===== src/rtl/ldtu_pkg.sv =====
// Shared definitions for the LiTe-DTU output FIFO: FSM state encoding and default
// idle/sync words presented to the serializer.
package ldtu_pkg;

    typedef enum logic [1:0] {
        ST_SYNC  = 2'b00,
        ST_RUN   = 2'b01,
        ST_FLUSH = 2'b10
    } ldtu_state_e;

    localparam logic [31:0] LDTU_IDLE_WORD = 32'hEAAAAAAA;
    localparam logic [31:0] LDTU_SYNC_WORD = 32'h5A5A5A5A;

endpackage


===== src/rtl/ldtu_fifo_mem.sv =====
// DEPTH x 32 storage for the output FIFO: one synchronous write port and one
// asynchronous read port. No reset; validity is tracked by the owner's pointers.
module ldtu_fifo_mem
    import ldtu_pkg::*;
#(
    parameter int DEPTH = 8,
    parameter int AW    = $clog2(DEPTH)
) (
    input  logic          clk_i,
    input  logic          we_i,
    input  logic [AW-1:0] waddr_i,
    input  logic [31:0]   wdata_i,
    input  logic [AW-1:0] raddr_i,
    output logic [31:0]   rdata_o
);

    logic [31:0] mem_q [DEPTH];

    always_ff @(posedge clk_i) begin
        if (we_i) begin
            mem_q[waddr_i] <= wdata_i;
        end
    end

    assign rdata_o = mem_q[raddr_i];

endmodule


===== src/rtl/ldtu_output_fifo.sv =====
// LiTe-DTU output FIFO: sync-word alignment, normal/fallback write selection, flush on
// stream switch. Optional macro LDTU_OUTFIFO_STATS_EN adds a saturating drop_count output.
module ldtu_output_fifo
    import ldtu_pkg::*;
#(
    parameter int          DEPTH      = 8,
    parameter logic [31:0] IDLE_WORD  = LDTU_IDLE_WORD,
    parameter logic [31:0] SYNC_WORD  = LDTU_SYNC_WORD,
    parameter int          SYNC_WORDS = 16
) (
    input  logic        CLK,
    input  logic        reset,
    input  logic        fallback,
    input  logic [31:0] DATA_32,
    input  logic        Load,
    input  logic [31:0] DATA_32_FB,
    input  logic        Load_FB,
    input  logic        word_req,
    output logic [31:0] DATA_out,
    output logic        out_valid,
    output logic        Full,
    output logic        Empty,
`ifdef LDTU_OUTFIFO_STATS_EN
    output logic [7:0]  drop_count,
`endif
    output logic        Overflow
);

    localparam int AW    = $clog2(DEPTH);
    localparam int CNT_W = $clog2(SYNC_WORDS + 1);

    ldtu_state_e      state_q, state_d;
    logic [CNT_W-1:0] cnt_q, cnt_d;
    logic [AW:0]      wr_ptr_q, wr_ptr_d;
    logic [AW:0]      rd_ptr_q, rd_ptr_d;
    logic [31:0]      data_q, data_d;
    logic             vld_q, vld_d;
    logic             ovf_q, ovf_d;
    logic             fb_q;

    logic             ptr_empty, ptr_full;
    logic             sel_load, fb_chg;
    logic [31:0]      sel_data, mem_rdata;
    logic             mem_we, drop;

    assign sel_load  = fallback ? Load_FB : Load;
    assign sel_data  = fallback ? DATA_32_FB : DATA_32;
    assign fb_chg    = fallback ^ fb_q;
    assign ptr_empty = (wr_ptr_q == rd_ptr_q);
    assign ptr_full  = (wr_ptr_q[AW] != rd_ptr_q[AW]) && (wr_ptr_q[AW-1:0] == rd_ptr_q[AW-1:0]);

    ldtu_fifo_mem #(
        .DEPTH (DEPTH),
        .AW    (AW)
    ) u_mem (
        .clk_i   (CLK),
        .we_i    (mem_we & ~reset),
        .waddr_i (wr_ptr_q[AW-1:0]),
        .wdata_i (sel_data),
        .raddr_i (rd_ptr_q[AW-1:0]),
        .rdata_o (mem_rdata)
    );

    always_comb begin
        state_d  = state_q;
        cnt_d    = cnt_q;
        wr_ptr_d = wr_ptr_q;
        rd_ptr_d = rd_ptr_q;
        data_d   = data_q;
        vld_d    = 1'b0;
        mem_we   = 1'b0;
        drop     = 1'b0;
        unique case (state_q)
            ST_SYNC: begin
                if (word_req) begin
                    data_d = SYNC_WORD;
                    vld_d  = 1'b1;
                    cnt_d  = cnt_q + 1'b1;
                    if (cnt_q == CNT_W'(SYNC_WORDS - 1)) begin
                        state_d = ST_RUN;
                    end
                end
            end
            ST_RUN: begin
                if (word_req) begin
                    vld_d = 1'b1;
                    if (!ptr_empty) begin
                        data_d   = mem_rdata;
                        rd_ptr_d = rd_ptr_q + 1'b1;
                    end else begin
                        data_d = IDLE_WORD;
                    end
                end
                // A read in the same cycle frees the slot, so a full FIFO still accepts.
                if (sel_load) begin
                    if (!ptr_full || word_req) begin
                        mem_we   = 1'b1;
                        wr_ptr_d = wr_ptr_q + 1'b1;
                    end else begin
                        drop = 1'b1;
                    end
                end
                if (fb_chg) begin
                    state_d = ST_FLUSH;
                end
            end
            ST_FLUSH: begin
                if (word_req) begin
                    data_d = IDLE_WORD;
                    vld_d  = 1'b1;
                end
                rd_ptr_d = wr_ptr_q;
                state_d  = ST_RUN;
            end
            default: state_d = ST_SYNC;
        endcase
        ovf_d = ovf_q | drop;
    end

    always_ff @(posedge CLK) begin
        if (reset) begin
            state_q  <= ST_SYNC;
            cnt_q    <= '0;
            wr_ptr_q <= '0;
            rd_ptr_q <= '0;
            data_q   <= IDLE_WORD;
            vld_q    <= 1'b0;
            ovf_q    <= 1'b0;
        end else begin
            state_q  <= state_d;
            cnt_q    <= cnt_d;
            wr_ptr_q <= wr_ptr_d;
            rd_ptr_q <= rd_ptr_d;
            data_q   <= data_d;
            vld_q    <= vld_d;
            ovf_q    <= ovf_d;
        end
    end

    // Tracked through reset and SYNC so entering RUN never sees a stale edge.
    always_ff @(posedge CLK) begin
        fb_q <= fallback;
    end

`ifdef LDTU_OUTFIFO_STATS_EN
    logic [7:0] drop_q;

    always_ff @(posedge CLK) begin
        if (reset) begin
            drop_q <= '0;
        end else if (drop && (drop_q != 8'hFF)) begin
            drop_q <= drop_q + 1'b1;
        end
    end

    assign drop_count = drop_q;
`endif

    // FLUSH reports empty for its whole cycle; the pointers catch up at its end.
    assign Empty     = ptr_empty | (state_q == ST_FLUSH);
    assign Full      = ptr_full & (state_q != ST_FLUSH);
    assign DATA_out  = data_q;
    assign out_valid = vld_q;
    assign Overflow  = ovf_q;

endmodule


===== config.mk =====
export PLATFORM = sky130hd
export DESIGN_NAME = ldtu_output_fifo
export DESIGN_NICKNAME = d
export VERILOG_FILES = /design/src/rtl/ldtu_pkg.sv /design/src/rtl/ldtu_fifo_mem.sv /design/src/rtl/ldtu_output_fifo.sv
export SDC_FILE = /design/constraint.sdc
export NUM_CORES = 1
export LEC_CHECK = 0
export ABC_AREA = 1
export CORE_UTILIZATION = 44
export DETAILED_ROUTE_END_ITERATION = 16
export PLACE_DENSITY = 0.6
export SETUP_SLACK_MARGIN = 0.02
export SYNTH_ARGS = -nofsm -noshare
export SYNTH_HDL_FRONTEND = slang
export SYNTH_HIERARCHICAL = 1
export SYNTH_SLANG_ARGS = --single-unit

===== constraint.sdc =====
create_clock -name CLK -period 5.55 [get_ports CLK]
set_clock_uncertainty 0.05 [all_clocks]
set_input_delay 0.555 -clock CLK [delete_from_list [all_inputs] [get_ports CLK]]
set_output_delay 0.555 -clock CLK [all_outputs]
set_load 0.05 [all_outputs]

==> run_results.csv, run 1 <==
group,metric,value,unit
clock_tree,cts_max_path_buffers,3,
yosys,synth.net_count,1627,
global_routing,grt_max_degree,98,
status,status,"finished clean",
hold_path,min_from,"Overflow$_SDFF_PP0_",
yosys,synthDistinctLibCells,30,
setup_path,r2r-end,"u_mem/mem_q[0][9]$_DFFE_PP_",
clock_tree,cts.repair.resized,0,
hold_path,min_to,"Overflow$_SDFF_PP0_",
yosys,syn_inst,1549,
power_and_ir_drop,leakagePower,7.30,nW
place,dp_cells,1990,
place,io_buffers,105,
timing,hold_violations,0,
place,dp_hpwl,18.8,mm
detailed_routing,firstDrtPassIters,8,
power_and_ir_drop,p_clk_share,30.6,%
power_and_ir_drop,p_seq_share,39.6,%
global_routing,grt_pass1_wl,51.6,mm
clock_tree,hold_buffers,0,
cells_and_area,antennaDiodeCount,0,
clock_tree,clkTransAtPathRegs,0.05,ns
yosys,yosys_warnings,6,
place,place_ws,1.69,ns
clock_tree,clk_latency,0.51,ns
global_routing,grt_antenna_before_repair,0,
clock_tree,root_buffer,"clkbuf_16",
floorplanning,rows,64,
detailed_routing,ant_nets,0,
global_routing,track_usage,20.6,%
detailed_routing,vias_per_cell,4.82,
setup_path,crit_arrival,3.05,ns
detailed_routing,route.detailed.drc,0,
yosys,synth-compound-area-share,2.22,%
yosys,yosys.area_share.simple,23.8,%
detailed_routing,drt_iter0_drc,682,
power_and_ir_drop,total_power,6.98,mW
floorplanning,start_util,45.2,%
hold_path,hold-path-cell-count,2,
global_routing,grt_pass1_vias,9448,
floorplanning,io_pins,106,
clock_tree,cts_setup_buffers,0,
yosys,synth_mux_area_share,0.0714,%
timing,worst_slew_pin_slew,1.24,ns
power_and_ir_drop,ir_drop,0.000231,V
detailed_routing,wl_per_cell,15.9,um
yosys,synthArstFlopShare,0,%
yosys,yosysMostFrequentCell,"nand2_1",
yosys,yosys.area_share.adder,0.714,%
yosys,synth_area_leader_cell,"edfxtp_1",
timing,tns,0,ns
floorplanning,dieArea,0.0326,mm2
yosys,ys_seq_elements,306,
yosys,netlist_top_cells_count,"nand2_1 (581), inv_1 (290), edfxtp_1 (256)",
cells_and_area,fin_area,0.0164,mm2
timing,layout_setup_ws,1.90,ns
cells_and_area,stdcell_count,2052,
timing,fin_crit_sh,65.8,%
cells_and_area,drive_gt1_share,5.62,%
power_and_ir_drop,combPwrFrac,29.7,%
setup_path,cp_max_fo,61,
floorplanning,coreArea,0.0310,mm2
yosys,synthTopCellsByArea,"edfxtp_1 (55%), nand2_1 (16%), inv_1 (7.8%)",
yosys,ys.flop_type,"edfxtp_1",
timing,rsz0062_at_grt,"false",
yosys,netlist_area,0.0140,mm2
yosys,synth_top_family_by_area,"simple AND/OR/NAND/NOR gates",
setup_path,cp-start-kind,"flop",
timing,holdWs,0.396,ns
global_routing,overflow,0,
yosys,synth_top_area_share,54.8,%
clock_tree,cts_tree,"yes",
clock_tree,numCtsBuffers,35,
setup_path,ff2ff_path_depth,8,
clock_tree,clock-sinks,306,
setup_path,r2r_start,"state_q[1]$_SDFFE_PP0P_",
yosys,synth_xor_area_share,0.250,%
yosys,seq_area_frac_synth,62.0,%
hold_path,worstHoldPathType,"flop to flop",
power_and_ir_drop,intPower,4.51,mW
clock_tree,cts_htree_levels,2,
cells_and_area,final_util,52.8,%
yosys,synth_edf_count,256,
place,place.gp.congestion,0.791,
setup_path,cp-end-kind,"output pin",
setup_path,r2r_slack,1.95,ns
floorplanning,die_x,180,um
cells_and_area,nets,1709,
timing,drv_slew,0,
floorplanning,die_h,180,um
place,place_area,0.0153,mm2
detailed_routing,num_vias,9881,
setup_path,required,4.95,ns
cells_and_area,syn2layout_area_growth,16.7,%
setup_path,crit_type,"flop to output pin",
timing,setup_viol,0,
power_and_ir_drop,switching_share,35.4,%
timing,max_freq,0.274,GHz
yosys,syn_area_per_cell,9.05,um2
detailed_routing,wl,32.7,mm
power_and_ir_drop,power_switching,2.47,mW
timing,finalCriticalPeriod,3.65,ns
job,max-cap-violations,0,
timing,slew_headroom,17.1,%
power_and_ir_drop,p_per_area,427,mW/mm2
==> cells by family (layout without fill, tap and decap cells) <==
group / Yosys count / after routing
simple gates: 804 / 804
buf+inv: 366 / 473
flops: 306 / 306
compound gates: 60 / 60
fa+ha+maj: 8 / 8
xor+xnor: 4 / 4
mux: 1 / 1
==> registers in the layout, summed over array words and instances (netlist names) <==
register / cells
u_mem/mem_q: 256
DATA_out: 32
Overflow: 1
wr_ptr_q: 4
fb_q: 1
out_valid: 1
state_q: 2
cnt_q: 5
rd_ptr_q: 4
==> power groups by stage <==
stage	Clock (mW)	Combinational (mW)	Sequential, mW
2_1_floorplan	0	1.25	3.04
3_3_place_gp	0	2.06	2.81
3_5_place_dp	0	2.07	2.82
4_1_cts	2.19	2.08	2.77
5_1_grt	2.28	2.28	2.79
6_report	2.14	2.08	2.77
==> area by class of cell <==
class                   count  area, um2
inverters                 297       1120
clock buffers              52       1020
fillers                  2746      14600
multi-input cells         877       3850
well taps                 396        495
repair buffers            114       1130
flip-flops and latches    306       8690
clock inverters            10       50.0
==> how the worst max path moves through the flow <==
stage,end,slack [ns],from,depth (start not counted)
finish,Empty,1.90,rd_ptr_q[0]$_SDFFE_PP0P_,7
global route,Empty,1.74,rd_ptr_q[0]$_SDFFE_PP0P_,7
CTS,Empty,1.88,rd_ptr_q[0]$_SDFFE_PP0P_,7
detailed placement,u_mem/mem_q[0][13]$_DFFE_PP_,1.69,fallback,9
global placement,u_mem/mem_q[5][13]$_DFFE_PP_,1.73,fallback,9
floorplan,u_mem/mem_q[1][0]$_DFFE_PP_,2.35,state_q[1]$_SDFFE_PP0P_,9
==> worst max-delay path: stages (launching register included) <==
cell and delay (ns):
dfxtp_4 0.81, inv_1 0.11, nand2_1 0.11, nand2_2 0.09, nor2_8 0.13, nand2_4 0.15, nand2_4 0.26, clkdlybuf4s50_1 0.86
==> cell usage in the layout, fill, tap and decap left out, types with 5 or more instances in the layout <==
master           synthesis  layout
nand2_1                581     581
inv_1                  290     290
edfxtp_1               256     256
nand3_1                165     165
clkdlybuf4s50_1          0     104
dfxtp_1                 50      48
clkbuf_16                0      37
nor2_1                  31      23
o21ai_0                 23      23
a21oi_1                 23      23
nor2_4                   3      11
o21ai_1                 11      11
clkbuf_1                16      11
nand4_1                  8       8
ha_1                     8       8
buf_4                    8       8
inv_2                    7       6
nand2_2                  6       6
clkinv_2                 0       5
==> metal layers <==
| metal | GRT usage [%] | vias to the layer above | routed length (um) |
|---|---|---|---|
| met4 | 6.56 | 0 | 756 |
| met3 | 2.89 | 48 | 1390 |
| met1 | 27.2 | 4590 | 15200 |
| met5 | 0 | - | 0 |
| met2 | 35.0 | 232 | 15400 |
| li1 | - | 5011 | - |
(Power assumes the default switching activity.)
==> inputs of run 2 (changes only) <==
- clock period: 5.55 -> 3.82 ns (I/O delays scaled with it)
==> run_results.csv, run 2 (synthesis gave the netlist of run 1 again) <==
group,metric,value,unit
setup_path,slowest_delay,0.85,ns
setup_path,cp-start-kind,"flop",
cells_and_area,largest_register_ffs,256,
floorplanning,dieArea,0.0326,mm2
detailed_routing,firstDrtPassIters,5,
cells_and_area,fillers,2765,
power_and_ir_drop,leakagePower,7.38,nW
clock_tree,root_buffer,"clkbuf_16",
cells_and_area,final_util,53.2,%
timing,finalCriticalPeriod,3.12,ns
setup_path,crit_arrival,2.68,ns
place,io_buffers,105,
place,place.gp.congestion,0.770,
clock_tree,clk_latency,0.50,ns
setup_path,crit_path_frequent_cell,"nand2_4",
global_routing,overflow,0,
setup_path,r2r_slack,0.97,ns
detailed_routing,wl_per_cell,15.7,um
cells_and_area,drive_gt1_share,6.41,%
clock_tree,cts_setup_buffers,0,
cells_and_area,syn2layout_area_growth,17.6,%
setup_path,cp-end-kind,"output pin",
cells_and_area,antennaDiodeCount,0,
timing,drv_slew,0,
global_routing,grt_max_degree,85,
setup_path,crit_type,"flop to output pin",
clock_tree,cts_max_path_buffers,3,
floorplanning,io_pins,106,
clock_tree,clock-sinks,306,
floorplanning,die_h,180,um
clock_tree,cts_htree_levels,2,
global_routing,grt_pass1_wl,52.2,mm
setup_path,crit_family,"buffers and inverters",
power_and_ir_drop,ir_drop,0.000353,V
floorplanning,rows,64,
floorplanning,die_x,180,um
setup_path,required,3.39,ns
timing,max_freq,0.321,GHz
timing,rsz0062_at_grt,"false",
detailed_routing,route.detailed.drc,0,
detailed_routing,vias_per_cell,4.78,
power_and_ir_drop,p_per_area,616,mW/mm2
status,status,"finished clean",
timing,worst_slew_pin_slew,0.935,ns
timing,setup_viol,0,
setup_path,cp_max_fo,24,
clock_tree,hold_buffers,0,
detailed_routing,num_vias,9865,
timing,slew_headroom,37.4,%
floorplanning,coreArea,0.0310,mm2
clock_tree,cts_tree,"yes",
clock_tree,cts.repair.resized,0,
detailed_routing,wl,32.5,mm
clock_tree,numCtsBuffers,34,
clock_tree,clkTransAtPathRegs,0.06,ns
job,max-cap-violations,0,
hold_path,worstHoldPathType,"flop to flop",
cells_and_area,final_common_cell,"nand2_1",
setup_path,cpMaxStageDelayCell,"clkdlybuf4s50_1",
cells_and_area,nets,1723,
global_routing,grt_pass1_vias,9722,
setup_path,critPathBufInv,2,
cells_and_area,regMostFlops,"u_mem/mem_q",
setup_path,path_cells,"buf_4 -> nand2_1 -> nand2_2 -> nor2_8 -> nand2_4 -> nand2_4 -> clkdlybuf4s50_1",
floorplanning,start_util,45.2,%
timing,hold_violations,0,
timing,fin_crit_sh,81.6,%
detailed_routing,drt_iter0_drc,674,
place,dp_hpwl,19.7,mm
detailed_routing,ant_nets,0,
timing,tns,0,ns
global_routing,track_usage,20.6,%
cells_and_area,most-common-layout-cells,"nand2_1 (581), inv_1 (290), edfxtp_1 (256)",
global_routing,grt_antenna_before_repair,0,
run 2: worst register-to-register path: stages (launching register included):
cell,delay (ns)
dfxtp_1,0.33
inv_1,0.10
ha_1,0.16
buf_4,0.26
o21ai_1,0.16
nor2_4,0.19
nand2_2,0.11
nor2_1,0.14
nand2_1,0.26
nor2_4,0.53
buf_12,0.26
run 2: final timing paths:
path | cells past startpoint | startpoint | to
worst max-delay path | 7 | rd_ptr_q[1]$_SDFFE_PP0P_ | Empty
worst min-delay path | 2 | Overflow$_SDFF_PP0_ | Overflow$_SDFF_PP0_
worst max register to register | 10 | state_q[1]$_SDFFE_PP0P_ | u_mem/mem_q[0][15]$_DFFE_PP_
worst min register to register | 2 | Overflow$_SDFF_PP0_ | Overflow$_SDFF_PP0_
run 2: cell type report:
type	count	area (um2)	area share [%]
Tap cell	396	495	3.01
Multi-Input combinational cell	877	3850	23.4
Clock inverter	11	80.1	0.486
Clock buffer	48	975	5.92
Inverter	297	1120	6.77
Sequential cell	306	8690	52.8
Timing Repair Buffer	129	1260	7.67
run 2: per-stage QoR:
step	instances	setup slack (ns)	hold WS (ns)	total power, mW	cell area (um2)
final	2064	0.703	0.401	10.1	16500
after global placement	2005	0.959	0.386	7.09	15400
after floorplan	1549	0.623	0.360	6.22	14000
after detailed placement	2005	0.961	0.396	7.13	15400
after global routing	2064	0.573	0.437	10.7	16500
after CTS	2064	0.672	0.405	10.2	16500
run 2: layer usage:
layer / GRT usage (%) / share of wire [%]
met3: 3.11 / 4.7
met1: 26.8 / 45
met5: 0 / 0
met2: 35.4 / 48
met4: 6.74 / 2.5
run 2: where the power goes:
group / internal, mW / leakage, nW / switching (mW)
clock: 1.84 / 0.515 / 1.25
combinational: 0.896 / 4.14 / 2.18
sequential: 3.84 / 2.73 / 0.140
==> inputs of run 3 (changes only) <==
- clock period: 3.82 -> 3.2 ns (I/O delays scaled with it)
==> run_results.csv, run 3 (synthesis gave the netlist of run 1 again) <==
group,metric,value,unit
status,status,"finished clean",
clock_tree,root_buffer,"clkbuf_16",
power_and_ir_drop,switching_share,35.9,%
power_and_ir_drop,leakagePower,7.39,nW
floorplanning,start_util,45.2,%
timing,setup_viol,0,
timing,rsz0062_at_grt,"false",
cells_and_area,syn2layout_area_growth,17.8,%
floorplanning,rows,64,
cells_and_area,most-common-layout-cells,"nand2_1 (581), inv_1 (290), edfxtp_1 (256)",
detailed_routing,firstDrtPassIters,8,
cells_and_area,fillers,2784,
cells_and_area,nets,1727,
setup_path,crit_arrival,2.74,ns
place,io_buffers,105,
power_and_ir_drop,intPower,7.69,mW
power_and_ir_drop,p_clk_share,29.0,%
clock_tree,cts_max_path_buffers,3,
place,place.gp.congestion,0.846,
cells_and_area,largest_register_ffs,256,
detailed_routing,wl,34.4,mm
cells_and_area,antennaDiodeCount,0,
detailed_routing,vias_per_cell,4.87,
clock_tree,cts_setup_buffers,0,
timing,fin_crit_sh,79.2,%
timing,holdWs,0.131,ns
floorplanning,dieArea,0.0326,mm2
floorplanning,io_pins,106,
power_and_ir_drop,power_switching,4.30,mW
setup_path,worstSetupStartpoint,"wr_ptr_q[0]$_SDFFE_PP0P_",
power_and_ir_drop,ir_drop,0.000584,V
floorplanning,die_x,180,um
setup_path,cp-end-kind,"flop",
setup_path,r2r_start,"wr_ptr_q[0]$_SDFFE_PP0P_",
cells_and_area,drive_gt1_share,6.81,%
global_routing,overflow,0,
power_and_ir_drop,total_power,12.0,mW
timing,tns,0,ns
detailed_routing,drt_iter0_drc,740,
cells_and_area,stdcell_count,2069,
clock_tree,cts_htree_levels,1,
floorplanning,die_h,180,um
setup_path,ff2ff_path_depth,9,
global_routing,track_usage,21.5,%
clock_tree,cts_tree,"yes",
detailed_routing,wl_per_cell,16.6,um
detailed_routing,route.detailed.drc,0,
power_and_ir_drop,p_per_area,726,mW/mm2
detailed_routing,num_vias,10100,
setup_path,cp_max_fo,25,
global_routing,grt_max_degree,87,
timing,layout_setup_ws,0.667,ns
setup_path,cp-start-kind,"flop",
timing,worst_slew_pin_slew,0.970,ns
job,max-cap-violations,0,
global_routing,grt_antenna_before_repair,0,
clock_tree,hold_buffers,0,
setup_path,crit_end,"u_mem/mem_q[7][28]$_DFFE_PP_",
global_routing,grt_pass1_wl,54.1,mm
cells_and_area,regMostFlops,"u_mem/mem_q",
timing,slew_headroom,35.3,%
cells_and_area,final_common_cell,"nand2_1",
clock_tree,numCtsBuffers,31,
clock_tree,clk_latency,0.57,ns
hold_path,worstHoldPathType,"input port to flop",
detailed_routing,ant_nets,0,
place,place_ws,0.508,ns
timing,max_freq,0.395,GHz
global_routing,grt_pass1_vias,9501,
timing,drv_slew,0,
clock_tree,cts.repair.resized,0,
place,dp_hpwl,22.2,mm
clock_tree,clock-sinks,306,
setup_path,r2r-end,"u_mem/mem_q[7][28]$_DFFE_PP_",
power_and_ir_drop,p_seq_share,39.4,%
setup_path,r2r_slack,0.67,ns
place,dp_cells,2012,
setup_path,required,3.41,ns
clock_tree,clkTransAtPathRegs,0.06,ns
timing,hold_violations,0,
setup_path,crit_type,"flop to flop",
timing,finalCriticalPeriod,2.53,ns
floorplanning,coreArea,0.0310,mm2
power_and_ir_drop,combPwrFrac,31.6,%
[run 3: metrics by stage]
stage | area [um2] | util (%)
after CTS | 16500 | 53.3
after floorplan | 14000 | -
after global routing | 16500 | 53.3
final | 16500 | 53.3
after detailed placement | 15500 | 50.1
after global placement | 15500 | 50.1
[run 3: layer usage]
metal / track usage (%) / wire length [um] / part of all wire, % / up-vias
met5: 0 / 0 / 0 / -
met4: 5.20 / 636 / 1.9 / 0
met3: 2.97 / 2000 / 5.8 / 47
met2: 33.6 / 15400 / 45 / 283
met1: 31.5 / 16300 / 48 / 4698
li1: - / - / - / 5045
[run 3: worst min path at each step]
| stage | cells past startpoint | start | to | slack [ns] |
|---|---|---|---|---|
| after floorplan | 0 | fallback | fb_q$_DFF_P_ | 0.30 |
| after global placement | 2 | Overflow$_SDFF_PP0_ | Overflow$_SDFF_PP0_ | 0.40 |
| after detailed placement | 2 | Overflow$_SDFF_PP0_ | Overflow$_SDFF_PP0_ | 0.40 |
| after CTS | 2 | fallback | fb_q$_DFF_P_ | 0.12 |
| after global routing | 2 | fallback | fb_q$_DFF_P_ | 0.14 |
| final | 2 | fallback | fb_q$_DFF_P_ | 0.13 |
[run 3: cell type report]
cell class / count / area [um2] / share of cell area [%]
well taps: 396 / 495 / 3.00
multi-input cells: 877 / 3850 / 23.3
clock buffers: 40 / 830 / 5.02
inverters: 297 / 1120 / 6.76
flip-flops and latches: 306 / 8690 / 52.7
clock inverters: 17 / 148 / 0.894
repair buffers: 136 / 1370 / 8.32
[run 3: power groups by stage]
stage	registers (mW)	logic, mW	clock network (mW)
floorplan	5.27	2.16	0
global placement	4.80	3.78	0
detailed placement	4.81	3.80	0
CTS	4.73	3.82	3.54
global route	4.76	4.18	3.69
finish	4.72	3.79	3.47
[run 3: critical path, stage by stage, from the launching register on]
cell and delay, ns:
dfxtp_1 0.52, nand2_1 0.12, nand2_2 0.12, nor2_8 0.05, nand3_2 0.10, nand2_2 0.09, nor2_1 0.19, nand2_1 0.32
nor2_4 0.39, buf_12 0.26
==> RTL edit 1, RTL diff (config.mk and constraints of run 3) <==
`DEPTH` is set to 8 in 2 places; all go to 16.
--- a/src/rtl/ldtu_fifo_mem.sv
+++ b/src/rtl/ldtu_fifo_mem.sv
@@ -3,7 +3,7 @@
 module ldtu_fifo_mem
     import ldtu_pkg::*;
 #(
-    parameter int DEPTH = 8,
+    parameter int DEPTH = 16,
     parameter int AW    = $clog2(DEPTH)
 ) (
     input  logic          clk_i,
--- a/src/rtl/ldtu_output_fifo.sv
+++ b/src/rtl/ldtu_output_fifo.sv
@@ -3,7 +3,7 @@
 module ldtu_output_fifo
     import ldtu_pkg::*;
 #(
-    parameter int          DEPTH      = 8,
+    parameter int          DEPTH      = 16,
     parameter logic [31:0] IDLE_WORD  = LDTU_IDLE_WORD,
     parameter logic [31:0] SYNC_WORD  = LDTU_SYNC_WORD,
     parameter int          SYNC_WORDS = 16
Formal check against the unedited RTL: no difference found for any inputs over 10 cycles, from zero or initial values and one cycle with reset high; that may be too few to reach the edited logic, so the function may still have changed.
==> RTL edit 1 against run 3 <==
Total power up 70%. Final cell count up 65%. Die area up 77%. Core utilization down 1.2 points. Synthesized cell count up 62%. Sequential cell count up 258. Cell area up 75%. Synthesized area up 78%. Worst hold slack worse by 0.030 ns. Critical path depth down 4. Clock power up 90%. Global-route usage up 1.1 points. Routed wire length up 86%. Worst setup slack worse by 0.18 ns.
==> RTL edit 1: results (changes against run 3) <==
| Metric | Value |
|---|---|
| Status | `finished clean (unchanged)` |
| Slew @ Worst Pin | `0.8108 ns (was 0.9703 ns)` |
| Synthesized net count | `2588 (was 1627)` |
| Post-Syn Instances | `2510 (was 1549)` |
| Register area | `16430 um^2 (was 8693 um^2)` |
| Power per Cell Area | `707.6 nW/um^2 (was 726.3 nW/um^2)` |
| Capturing point of the worst reg2reg path | `u_mem/mem_q[5][9]$_DFFE_PP_ (was u_mem/mem_q[7][28]$_DFFE_PP_)` |
| Clock Latency Late Sink | `0.61 ns (was 0.57 ns)` |
| Most common library cells after synthesis | `nand2_1 (837), edfxtp_1 (512), nand3_1 (421), inv_1 (410), dfxtp_1 (52) (was nand2_1 (581), inv_1 (290), edfxtp_1 (256), nand3_1 (165), dfxtp_1 (50))` |
| DP Worst Slack | `0.4370 ns (was 0.5081 ns)` |
| Largest net degree at the start of global routing | `140 (was 87)` |
| Count of non-CTS buffers in the layout | `173 (was 136)` |
| Max FFs per register | `512 (was 256)` |
| Reg2reg start | `rd_ptr_q[3]$_SDFFE_PP0P_ (was wr_ptr_q[0]$_SDFFE_PP0P_)` |
| CTS H-tree depth | `2 (was 1)` |
| Nets | `2697 (was 1727)` |
| Via count | `17240 (was 10070)` |
| Multiplexer share of the synthesized area | `0% (was 0.07142%)` |
| Area of the multi-input gates | `6238 um^2 (was 3854 um^2)` |
| Synth Area in Compound Gates | `1.422% (was 2.223%)` |
| Routed WL | `63.83 mm (was 34.35 mm)` |
| Fillers | `4966 (was 2784)` |
| Dpl hpwl | `40.60 mm (was 22.20 mm)` |
| Final clock-cell share | `6.387% (was 5.919%)` |
| Placed instance area | `27040 um^2 (was 15530 um^2)` |
| Initial antenna violation count | `1 (was 0)` |
| Worst vdd ir | `0.4718 mV (was 0.5836 mV)` |
| CP Data Arrival Time | `2.35 ns (was 2.74 ns)` |
| Post-synthesis sequential area ratio | `65.92% (was 61.99%)` |
| Number of global-route vias before repair | `16130 (was 9501)` |
| Die W | `239.9 um (was 180.5 um)` |
| Flop2flop setup slack | `0.50 ns (was 0.67 ns)` |
| Synth Area in Adders | `0.4019% (was 0.7142%)` |
| Inverter count | `419 (was 297)` |
## RTL edit 1: cell types whose count changed after synthesis, moves of 6 or more
cell	run 3	this run
a21oi_1	23	35
buf_1	6	17
buf_2	26	48
buf_6	13	29
clkbuf_1	16	22
edfxtp_1	256	512
inv_1	290	410
nand2_1	581	837
nand3_1	165	421
## RTL edit 1: metal layers
metal	part of all wire, %	up-vias	routed length (um)
met1	46	8218	29100
met2	45	600	28760
li1	-	8332	-
met4	1.9	0	1236
met5	0	-	0
met3	7.4	88	4730
## RTL edit 1: power by group
part,internal (mW),total (mW),switching [mW],leakage [nW]
Sequential,8.32,8.46,0.149,5.05
Clock,3.85,6.60,2.74,0.908
Combinational,1.47,5.38,3.92,6.11
Total,13.6,20.4,6.81,12.1
## RTL edit 1: critical path, stage by stage (launching register included)
cell and delay, ns:
dfxtp_1 0.33, inv_1 0.11, ha_1 0.46, inv_1 0.26
nand2_4 0.31, buf_4 0.26
==> RTL edit 2, RTL diff (flow settings as in run 3) <==
Without the edit above. Re-encode `ldtu_state_e` (3 states) as one-hot, 3 bits wide.
--- a/src/rtl/ldtu_pkg.sv
+++ b/src/rtl/ldtu_pkg.sv
@@ -2,10 +2,10 @@
 // idle/sync words presented to the serializer.
 package ldtu_pkg;
 
-    typedef enum logic [1:0] {
-        ST_SYNC  = 2'b00,
-        ST_RUN   = 2'b01,
-        ST_FLUSH = 2'b10
+    typedef enum logic [2:0] {
+        ST_SYNC  = 3'b001,
+        ST_RUN   = 3'b010,
+        ST_FLUSH = 3'b100
     } ldtu_state_e;
 
     localparam logic [31:0] LDTU_IDLE_WORD = 32'hEAAAAAAA;
Behaviour: no difference found for any inputs over 10 cycles, from zero or initial values and one cycle with reset high; not proved beyond that.
==> RTL edit 2 against run 3 <==
Sequential cell count up 1. Cell area up 0.54%. First-iteration DRC count up 20%. Worst setup slack better by 0.019 ns. Sequential share of layout area down 0.16 points. Global-route usage up 0.71 points. Synthesized area about the same. Critical path type unchanged. Routed wire length up 2.0%.
Power is not compared: it rests on default switching activity, and its combinational part moved more than twofold at a synthesized area within 25%.
==> RTL edit 2: results (changes against run 3) <==
| Metric | Value |
|---|---|
| Status | `finished clean (unchanged)` |
| Post-CTS Setup Repair Bufs | `0 (unchanged)` |
| Clock Latency Late Sink | `0.53 ns (was 0.57 ns)` |
| Post-synthesis sequential area ratio | `62.18% (was 61.99%)` |
| Drt first pass iters | `5 (was 8)` |
| Most common library cells after synthesis | `nand2_1 (573), inv_1 (284), edfxtp_1 (256), nand3_1 (142), dfxtp_1 (51) (was nand2_1 (581), inv_1 (290), edfxtp_1 (256), nand3_1 (165), dfxtp_1 (50))` |
| Number of global-route vias before repair | `9528 (was 9501)` |
| Placed insts | `1991 (was 2012)` |
| Capturing point of the worst reg2reg path | `u_mem/mem_q[5][2]$_DFFE_PP_ (was u_mem/mem_q[7][28]$_DFFE_PP_)` |
| GPL Wtd Cong | `0.8340 (was 0.8460)` |
| Via count | `10060 (was 10070)` |
| Part of the cycle the worst path needs | `78.56% (was 79.17%)` |
| WHS | `0.1995 ns (was 0.1312 ns)` |
| Distinct cells, synth | `34 (was 30)` |
| First-pass GRT wire length | `54.89 mm (was 54.09 mm)` |
| Largest net degree at the start of global routing | `67 (was 87)` |
| Reg2reg start | `wr_ptr_q[2]$_SDFFE_PP0P_ (was wr_ptr_q[0]$_SDFFE_PP0P_)` |
| Dpl hpwl | `23.12 mm (was 22.20 mm)` |
| Synth area leaders | `edfxtp_1 (55%), nand2_1 (15%), inv_1 (7.6%), dfxtp_1 (7.3%), nand3_1 (5.1%) (was edfxtp_1 (55%), nand2_1 (16%), inv_1 (7.8%), dfxtp_1 (7.1%), nand3_1 (5.9%))` |
| Vias per inst | `4.902 (was 4.869)` |
| Routed WL per cell | `17.06 um (was 16.60 um)` |
| Num CTS Buffers | `34 (was 31)` |
| Synthesized net count | `1604 (was 1627)` |
| DP Worst Slack | `0.4055 ns (was 0.5081 ns)` |
| Layout cells sized above 1 | `9.415% (was 6.814%)` |
| CP Data Arrival Time | `2.66 ns (was 2.74 ns)` |
| Crit-path max FO | `29 (was 25)` |
| Syn Area/Cell | `9.153 um^2 (was 9.048 um^2)` |
| Overall Global Routing Usage | `22.16% (was 21.45%)` |
| Rel. slew slack | `20.86% (was 35.31%)` |
==> RTL edit 2: routing by layer <==
metal  vias up  track usage (%)  wire length [um]
met5         -                0                 0
met2       331            32.05             14760
li1       4975                -                 -
met1      4721            34.32             16960
met3        36            4.163              2864
met4         0            4.752               454
==> RTL edit 2: worst max-delay path by stage <==
stage,start,to
2_1_floorplan,fallback,u_mem/mem_q[1][0]$_DFFE_PP_
3_3_place_gp,word_req,u_mem/mem_q[5][2]$_DFFE_PP_
3_5_place_dp,word_req,u_mem/mem_q[5][2]$_DFFE_PP_
4_1_cts,wr_ptr_q[2]$_SDFFE_PP0P_,u_mem/mem_q[5][23]$_DFFE_PP_
5_1_grt,wr_ptr_q[2]$_SDFFE_PP0P_,u_mem/mem_q[5][23]$_DFFE_PP_
6_report,wr_ptr_q[2]$_SDFFE_PP0P_,u_mem/mem_q[5][2]$_DFFE_PP_
==> RTL edit 2: kinds of logic (layout without fill, tap and decap cells) <==
logic type / count (synthesis) / count (layout) / share of synthesized area (%)
buffers and inverters: 361 / 488 / 10.87
xor gates and xnor gates: 3 / 3 / 0.1877
AOI/OAI and AO/OA: 72 / 72 / 3.270
DFF: 307 / 307 / 62.18
adders and majority gates: 4 / 4 / 0.3574
and+or+nand+nor: 783 / 783 / 23.13
==> RTL edit 2: power by group through the flow <==
stage	clock network (mW)	logic [mW]	registers (mW)
final	3.95	0.397	4.39
after global routing	4.18	0.433	4.39
after CTS	4.03	0.403	4.39
after detailed placement	0	0.402	4.48
after global placement	0	0.396	4.48
after floorplan	0	0.126	4.54
==> RTL edit 2: stage by stage <==
step                      utilization (%)  instance area (um^2)  total power [mW]
after global placement              49.90                 15460             4.873
after global routing                53.56                 16600             9.007
after floorplan                         -                 14000             4.666
final                               53.56                 16600             8.742
after CTS                           53.56                 16600             8.825
after detailed placement            49.90                 15460             4.879
==> RTL edit 2: layout make-up <==
type | count | area, um^2 | area share [%]
sequential | 307 | 8713 | 52.50
timing repair buffer | 132 | 1314 | 7.915
clock inverter | 16 | 206.4 | 1.244
multi-input combinational | 862 | 3834 | 23.10
clock buffer | 46 | 928.4 | 5.593
inverter | 294 | 1107 | 6.671
tap | 396 | 495.5 | 2.985
